File: src/rtl/cpu_phase_ctrl.sv
// 8-phase instruction sequencer and control-strobe decoder for the 8-bit accumulator CPU.
// Optional memory-wait stalling in phases 1 and 5 is enabled with CTRL_MEM_WAIT_EN.
module cpu_phase_ctrl (
   input  logic       clk,
   input  logic       rst,
   input  logic [2:0] opcode,
   input  logic       zero,
   input  logic       mem_ready,
   output logic       sel,
   output logic       rd,
   output logic       ld_ir,
   output logic       halt,
   output logic       inc_pc,
   output logic       ld_pc,
   output logic       ld_ac,
   output logic       wr,
   output logic       data_e,
   output logic [2:0] phase
);

   typedef enum logic [2:0] {
      INST_ADDR  = 3'd0,
      INST_FETCH = 3'd1,
      INST_LOAD  = 3'd2,
      IDLE       = 3'd3,
      OP_ADDR    = 3'd4,
      OP_FETCH   = 3'd5,
      ALU_OP     = 3'd6,
      STORE      = 3'd7
   } phase_t;

   typedef enum logic [2:0] {
      HLT = 3'd0,
      SKZ = 3'd1,
      ADD = 3'd2,
      AND = 3'd3,
      XOR = 3'd4,
      LDA = 3'd5,
      STO = 3'd6,
      JMP = 3'd7
   } opcode_t;

   phase_t state, state_nxt;
   logic   halted, halted_nxt;
   logic   aluop;

   assign aluop = (opcode == ADD) || (opcode == AND) || (opcode == XOR) || (opcode == LDA);
   assign phase = state;

`ifndef CTRL_MEM_WAIT_EN
   logic unused_mem_ready;
   assign unused_mem_ready = mem_ready;
`endif

   always_ff @(posedge clk or posedge rst) begin
      if (rst) begin
         state  <= INST_ADDR;
         halted <= 1'b0;
      end else begin
         state  <= state_nxt;
         halted <= halted_nxt;
      end
   end

   always_comb begin
      state_nxt  = state;
      halted_nxt = halted;
      if (!halted) begin
         // HLT freezes the phase at OP_ADDR; only rst leaves this state
         if (state == OP_ADDR && opcode == HLT) begin
            halted_nxt = 1'b1;
         end else begin
            state_nxt = phase_t'(state + 3'd1);
`ifdef CTRL_MEM_WAIT_EN
            if (!mem_ready && ((state == INST_FETCH) || (state == OP_FETCH && aluop)))
               state_nxt = state;
`endif
         end
      end
   end

   always_comb begin
      sel    = 1'b0;
      rd     = 1'b0;
      ld_ir  = 1'b0;
      halt   = 1'b0;
      inc_pc = 1'b0;
      ld_pc  = 1'b0;
      ld_ac  = 1'b0;
      wr     = 1'b0;
      data_e = 1'b0;
      if (halted) begin
         halt = 1'b1;
      end else begin
         case (state)
            INST_ADDR: begin
               sel = 1'b1;
            end
            INST_FETCH: begin
               sel = 1'b1;
               rd  = 1'b1;
            end
            INST_LOAD, IDLE: begin
               sel   = 1'b1;
               rd    = 1'b1;
               ld_ir = 1'b1;
            end
            OP_ADDR: begin
               inc_pc = 1'b1;
               halt   = (opcode == HLT);
            end
            OP_FETCH: begin
               rd = aluop;
            end
            ALU_OP: begin
               rd     = aluop;
               inc_pc = (opcode == SKZ) && zero;
               ld_pc  = (opcode == JMP);
               data_e = (opcode == STO);
            end
            STORE: begin
               rd     = aluop;
               ld_ac  = aluop;
               ld_pc  = (opcode == JMP);
               wr     = (opcode == STO);
               data_e = (opcode == STO);
            end
            default: begin
               sel = 1'b1;
            end
         endcase
      end
   end

endmodule

File: config.mk
export PLATFORM = sky130hd
export DESIGN_NAME = cpu_phase_ctrl
export DESIGN_NICKNAME = d
export VERILOG_FILES = /design/src/rtl/cpu_phase_ctrl.sv
export SDC_FILE = /design/constraint.sdc
export NUM_CORES = 1
export LEC_CHECK = 0
export ABC_AREA = 0
export BUFFER_PORTS_ARGS = -buffer_cell sky130_fd_sc_hd__buf_2
export CAP_MARGIN = 10
export CORE_AREA = 2 2 39 41
export CTS_BUF_LIST = sky130_fd_sc_hd__clkbuf_2 sky130_fd_sc_hd__clkbuf_4 sky130_fd_sc_hd__clkbuf_8
export DETAILED_ROUTE_END_ITERATION = 12
export DIE_AREA = 0 0 41 43
export HOLD_SLACK_MARGIN = 0.1
export SLEW_MARGIN = 20
export SYNTH_ARGS = -nofsm -noshare
export SYNTH_HDL_FRONTEND = slang
export SYNTH_SLANG_ARGS = --single-unit
File: constraint.sdc
create_clock -name clk -period 4.08 [get_ports clk]
set_clock_uncertainty 0.05 [all_clocks]
set_input_delay 0.816 -clock clk [delete_from_list [all_inputs] [get_ports clk]]
set_output_delay 0.816 -clock clk [all_outputs]
set_load 0.03 [all_outputs]
==> out/results.ini, run 1 <==
[synthesis]
synth_area_per_cell_um2=8.70
ys_dominant_reg_cell=dfrtp_1
ys_seq_area_share_pct=26.8
synthesis.nets=56
synth_edf_count=0
ys_seq_elements=4
netlist_instances=43
synth.distinct_cells=20
netlist_area_um2=374
yosys_warnings=0
async_flop_share_pct=100

[cts]
cts_tree=yes
cts_setup_buffers=0
ctsResizeCount=0
clk_latency_ns=0.23
cts.path.max_buffers=2
hold_buffers=0
cts_max_level=1
root_buffer=clkbuf_4
cts.sink_count=4
clk_pin_slew_ns=0.04
numCtsBuffers=3

[die]
num_io_pins=19
fp.dieH_um=43
core_area_um2=1380
std_cell_rows=14
die_w_um=41
start_util_pct=27.0
die_area_um2=1760

[setup_path]
path_max_fanout=6
worstSetupEndpointType=primary output
critical_path.cell_chain=inv_1 > ha_1 > or3_1 > a21oi_1 > nor2_1 > buf_2
cp.arrival_ns=1.74
cp_slowest_cell=dfrtp_1
critPathKind=register to primary output
path_delay_family=flip-flops
cpPeakStageDelay_ns=0.42
worstPathRequired_ns=3.21
crit_path_start_kind=register
critPathBufInv=2

[power_and_ir_drop]
powerDensity_nw_per_um2=890
p_leak_uw=0.000258
peakVddDrop_mv=0.316

[timing]
maxSlewHeadroom_pct=80.7
rsz0062_at_grt=false
finalHoldViolCount=0
worst_pin_slew_ns=0.287
fin_crit_ns=2.61
tns_ns=0
worst_hold_slack_ns=0.406
fmax_mhz=383
maxSlewViolCount=0
setup_viol=0
fin_crit_sh_pct=64.0

[run_status]
status=complete, no violations

[place]
port_buffers=17
hpwl_um=647
gp_congestion=0.702

[grt]
antenna_found_initial=0
grt_first_pass_wirelength_um=1350
gr-usage-all-layers_pct=11.5
use_met3_pct=3.14
overflow=0
use_met1_pct=12.3
grt_busiest_layer=met2
grt_max_degree=11
grt_pass1_vias=358
met2_usage_pct=18.1

[detailed_routing]
vias_per_cell=4.63
ant_nets=0
vias=361
drt-total-wl_um=794
drt-pass1-iter-count=2
dr.first_iter.drc_count=3
drc_errors=0
wl_per_cell_um=10.2

[layout]
syn2layout_area_growth_pct=32.8
nets=77
antenna_cells=0
drive_gt1_share_pct=37.1

[hold_path]
hold_class=input pin to asynchronous set/reset pin

[run]
maxCapViolations=0

## cells in the final DEF (no fill, tap or decap), types with 2 or more instances in the layout
cell type  count
buf_2         17
inv_1          6
ha_1           6
nor2_1         5
dfrtp_1        4
o21ai_0        3
a21oi_1        3
clkbuf_4       3
xnor2_1        2
nor4_1         2
## power breakdown
part / total [uW] / internal (uW) / leakage [uW] / switching, uW
Combinational: 294 / 112 / 0.000198 / 183
Clock: 47.7 / 32.8 / 0.0000138 / 14.8
Sequential: 100 / 61.8 / 0.0000468 / 38.4
Total: 442 / 206 / 0.000258 / 236
## Yosys cell counts (2+ instances only)
cell / n / share of area (%)
nor4_1: 2 / 3.3
xnor2_1: 2 / 4.7
nor2_1: 5 / 5.0
o21ai_0: 3 / 4.0
a21oi_1: 3 / 4.0
ha_1: 6 / 20
dfrtp_1: 4 / 27
inv_1: 6 / 6.0
## path summary, 6_finish.rpt
path / cells after the start / startpoint / endpoint / slack, ns
worst max-delay path: 6 / phase[0]$_DFFE_PP0P_ / sel / 1.47
worst min-delay path: 2 / rst / phase[0]$_DFFE_PP0P_ / 0.41
worst max register to register: 5 / phase[0]$_DFFE_PP0P_ / phase[1]$_DFFE_PP0P_ / 2.43
worst min register to register: 1 / phase[1]$_DFFE_PP0P_ / phase[1]$_DFFE_PP0P_ / 0.54
max in group asynchronous: 2 / rst / phase[2]$_DFFE_PP0P_ / 3.43
min in group clk: 1 / phase[1]$_DFFE_PP0P_ / phase[1]$_DFFE_PP0P_ / 0.54
## through the flow
stage	total power, uW	cell area [um^2]	util (%)	worst slack [ns]	cells
finish	442	497	35.9	1.47	78
global route	485	497	35.9	1.33	78
CTS	448	497	35.9	1.45	78
detailed placement	395	474	34.3	1.51	75
global placement	394	474	34.3	1.51	75
floorplan	323	374	-	1.13	43
## state kept, by name, indices dropped and copies added, names as in the netlist
register / count
phase: 3
halted: 1
## kinds of logic (layout without fill, tap and decap cells)
family / count (synthesis) / in the layout / synth area share [%]
compound gates: 9 / 9 / 15.0
buf+inv: 7 / 26 / 7.36
fa+ha+maj: 6 / 6 / 20.1
mux: 1 / 1 / 4.01
flops: 4 / 4 / 26.8
simple gates: 14 / 14 / 22.1
xor+xnor: 2 / 2 / 4.68
## per-layer routing
layer	up-vias	share of wire (%)	wire [um]
li1	190	-	-
met1	164	41	328
met2	7	55	436
met3	0	3.5	28
met4	0	0	0
met5	-	0	0
## layout make-up
| cell class | count | area [um^2] |
|---|---|---|
| fill | 151 | 887 |
| multi-input combinational | 32 | 246 |
| sequential | 4 | 100 |
| timing repair buffer | 17 | 85.1 |
| clock buffer | 3 | 22.5 |
| inverter | 6 | 22.5 |
| tap | 16 | 20.0 |
## worst register-to-register path: stages (launching register included)
cell and delay, ns:
dfrtp_1 0.42, inv_1 0.13, ha_1 0.20, nor4b_2 0.28
a21oi_2 0.14, mux2_4 0.31
No activity file was read; power rests on OpenSTA's default activity.
==> inputs of run 2 (changes only) <==
ABC_AREA = 1   (was 0)
clock period = 2.6 ns   (was 4.08 ns; I/O delays follow)
==> run 2 against run 1 <==
Synthesized cell count rose by 44%; wire length rose by 9.4%; hold slack got worse by 0.29 ns; utilization grew 2.2 points; die area did not move; sequential power down 37%; clock power is 54% higher; sequential cell count did not move; setup slack worse by 1.0 ns; critical endpoint is now ld_ac.
==> out/results.ini, run 2 <==
[run_status]
status=complete, no violations

[hold_path]
hold_class=input pin to asynchronous set/reset pin

[synthesis]
ys_dominant_reg_cell=dfrtp_1
netlist_area_um2=399  ; +6.7%
ys_seq_area_share_pct=25.1  ; -1.7 points
synth_area_leaders=dfrtp_1 (25%), ha_1 (19%), nand2_1 (17%), inv_1 (13%), nand3_1 (6.3%)
synth_edf_count=0  ; unchanged
yosysTopAreaCell=dfrtp_1
yosysMostFrequentCell=nand2_1
synth_common_cells=nand2_1 (18), inv_1 (14), ha_1 (6), nor2_1 (6), nand3_1 (5)
async_flop_share_pct=100  ; unchanged
netlist_instances=62  ; +44%
synth.distinct_cells=11  ; -45%
synth_area_per_cell_um2=6.44  ; -26%
synthesis.nets=75  ; +34%
synth_top_area_share_pct=25.1  ; -1.7 points
ys_seq_elements=4  ; unchanged
yosys_warnings=0  ; unchanged

[die]
std_cell_rows=14  ; unchanged
die_area_um2=1760  ; unchanged
start_util_pct=28.8  ; +1.8 points
fp.dieH_um=43  ; unchanged
core_area_um2=1380  ; unchanged
die_w_um=41  ; unchanged
num_io_pins=19  ; unchanged

[layout]
largest_register_ffs=3  ; unchanged
mostFrequentLayoutCells=nand2_1 (18), buf_2 (17), inv_1 (14), nor2_1 (6), ha_1 (6)
multi_input_area_um2=246  ; unchanged
layout_commonest_cell=nand2_1
seq_area_um2=100  ; unchanged
nets=97  ; +26%
finalInstanceArea_um2=527  ; +6.0%
syn2layout_area_growth_pct=32.0
fin_util_pct=38.1  ; +2.2 points
n_fill_cell=166  ; +9.9%
antenna_cells=0  ; unchanged
drive_gt1_share_pct=26.8  ; -10 points

[grt]
grt_first_pass_wirelength_um=1310  ; -3.0%
gr-usage-all-layers_pct=10.9  ; -0.58 points
antenna_found_initial=0  ; unchanged
grt_max_degree=10  ; -1
overflow=0  ; unchanged
grt_pass1_vias=363  ; +1.4%

[power_and_ir_drop]
powerDensity_nw_per_um2=279  ; -69%
p_leak_uw=0.000341  ; +32%
peakVddDrop_mv=0.143  ; -55%

[cts]
cts_tree=yes
ctsResizeCount=0  ; unchanged
clk_pin_slew_ns=0.04  ; about the same
cts.path.max_buffers=2  ; unchanged
cts_max_level=1  ; unchanged
clk_latency_ns=0.23  ; about the same
numCtsBuffers=3  ; unchanged
cts_setup_buffers=0  ; unchanged
cts.sink_count=4  ; unchanged
root_buffer=clkbuf_4
hold_buffers=0  ; unchanged

[detailed_routing]
drt-pass1-iter-count=4  ; +2
dr.first_iter.drc_count=11  ; +8
ant_nets=0  ; unchanged
vias_per_cell=4.37  ; -5.6%
drc_errors=0  ; unchanged
wl_per_cell_um=8.87  ; -13%
drt-total-wl_um=869  ; +9.4%
vias=428  ; +19%

[timing]
finalHoldViolCount=0  ; unchanged
fin_crit_ns=2.16
maxSlewViolCount=0  ; unchanged
tns_ns=0  ; unchanged
maxSlewHeadroom_pct=82.3  ; +1.7 points
setup_viol=0  ; unchanged
fmax_mhz=464
fin_crit_sh_pct=83.0
worst_pin_slew_ns=0.265  ; -0.0222 ns
rsz0062_at_grt=false

[place]
place_area_um2=504  ; +6.3%
port_buffers=17  ; unchanged
gp_congestion=0.720  ; +2.7%
hpwl_um=719  ; +11%

[setup_path]
crit_start=phase[0]$_DFFE_PP0P_
reg2reg_from=phase[0]$_DFFE_PP0P_
worstSetupEndpointType=primary output
cp.arrival_ns=1.59  ; -0.15 ns
critPathKind=register to primary output
worstPathRequired_ns=2.03  ; -1.18 ns
path_max_fanout=6  ; unchanged
crit_path_start_kind=register
r2r_cells=8  ; +3

[run]
maxCapViolations=0  ; unchanged

## run 2: cell types whose count changed in the layout (fill, tap and decap cells not counted), sizes merged, moves of 2 or more
| cell | change |
|---|---|
| xnor2 | -2 |
| inv | +8 |
| nand3 | +6 |
| nor4b | -2 |
| nand2 | +18 |
| o21ai | -3 |
## run 2: layout make-up
cell class | instances | area share, %
repair buffers | 17 | 16.2
clock buffers | 3 | 4.28
well taps | 16 | 3.80
multi-input cells | 44 | 46.8
flip-flops and latches | 4 | 19.0
inverters | 14 | 9.98
## run 2: final timing paths
check                                             to  slack [ns]
worst max-delay path                           ld_ac        0.44
worst min-delay path            phase[2]$_DFFE_PP0P_        0.11
worst max register to register  phase[0]$_DFFE_PP0P_        1.23
worst min register to register  phase[1]$_DFFE_PP0P_        0.50
max in group asynchronous       phase[0]$_DFFE_PP0P_        2.24
min in group clk                phase[1]$_DFFE_PP0P_        0.50
## run 2: per-stage QoR
| stage | cells | hold WS (ns) | setup slack (ns) | total power (uW) |
|---|---|---|---|---|
| 2_1_floorplan | 62 | 0.236 | 0.0539 | 68.3 |
| 3_3_place_gp | 95 | 0.349 | 0.684 | 73.8 |
| 3_5_place_dp | 95 | 0.355 | 0.679 | 74.1 |
| 4_1_cts | 98 | 0.107 | 0.426 | 151 |
| 5_1_grt | 98 | 0.114 | 0.300 | 155 |
| 6_report | 98 | 0.112 | 0.443 | 147 |
## run 2: critical path, cell delays in order, from the launching register on
cell,delay [ns]
dfrtp_1,0.42
ha_1,0.20
ha_1,0.14
inv_1,0.06
nor4_1,0.29
buf_2,0.25
## run 2: metal layers
metal,vias up,GRT usage [%],share of wire (%)
met5,-,0,0
li1,233,-,-
met2,15,15.6,45
met4,0,8.00,0
met1,180,15.0,48
met3,0,0,7.1
## run 2: cell families after synthesis
group | share of synthesized area (%)
adder cells (fa/ha/maj) | 18.8
flip-flops | 25.1
buffers and inverters | 13.2
AND/OR/NAND/NOR | 37.9
AO/OA/AOI/OAI | 5.02
## run 2: power breakdown
part           total, uW  leakage, uW  switching, uW  internal (uW)
registers           62.6    0.0000507              0           62.6
logic               10.6     0.000277           6.53           4.05
clock network       73.5    0.0000138           22.1           51.4
total                147     0.000341           28.6            118
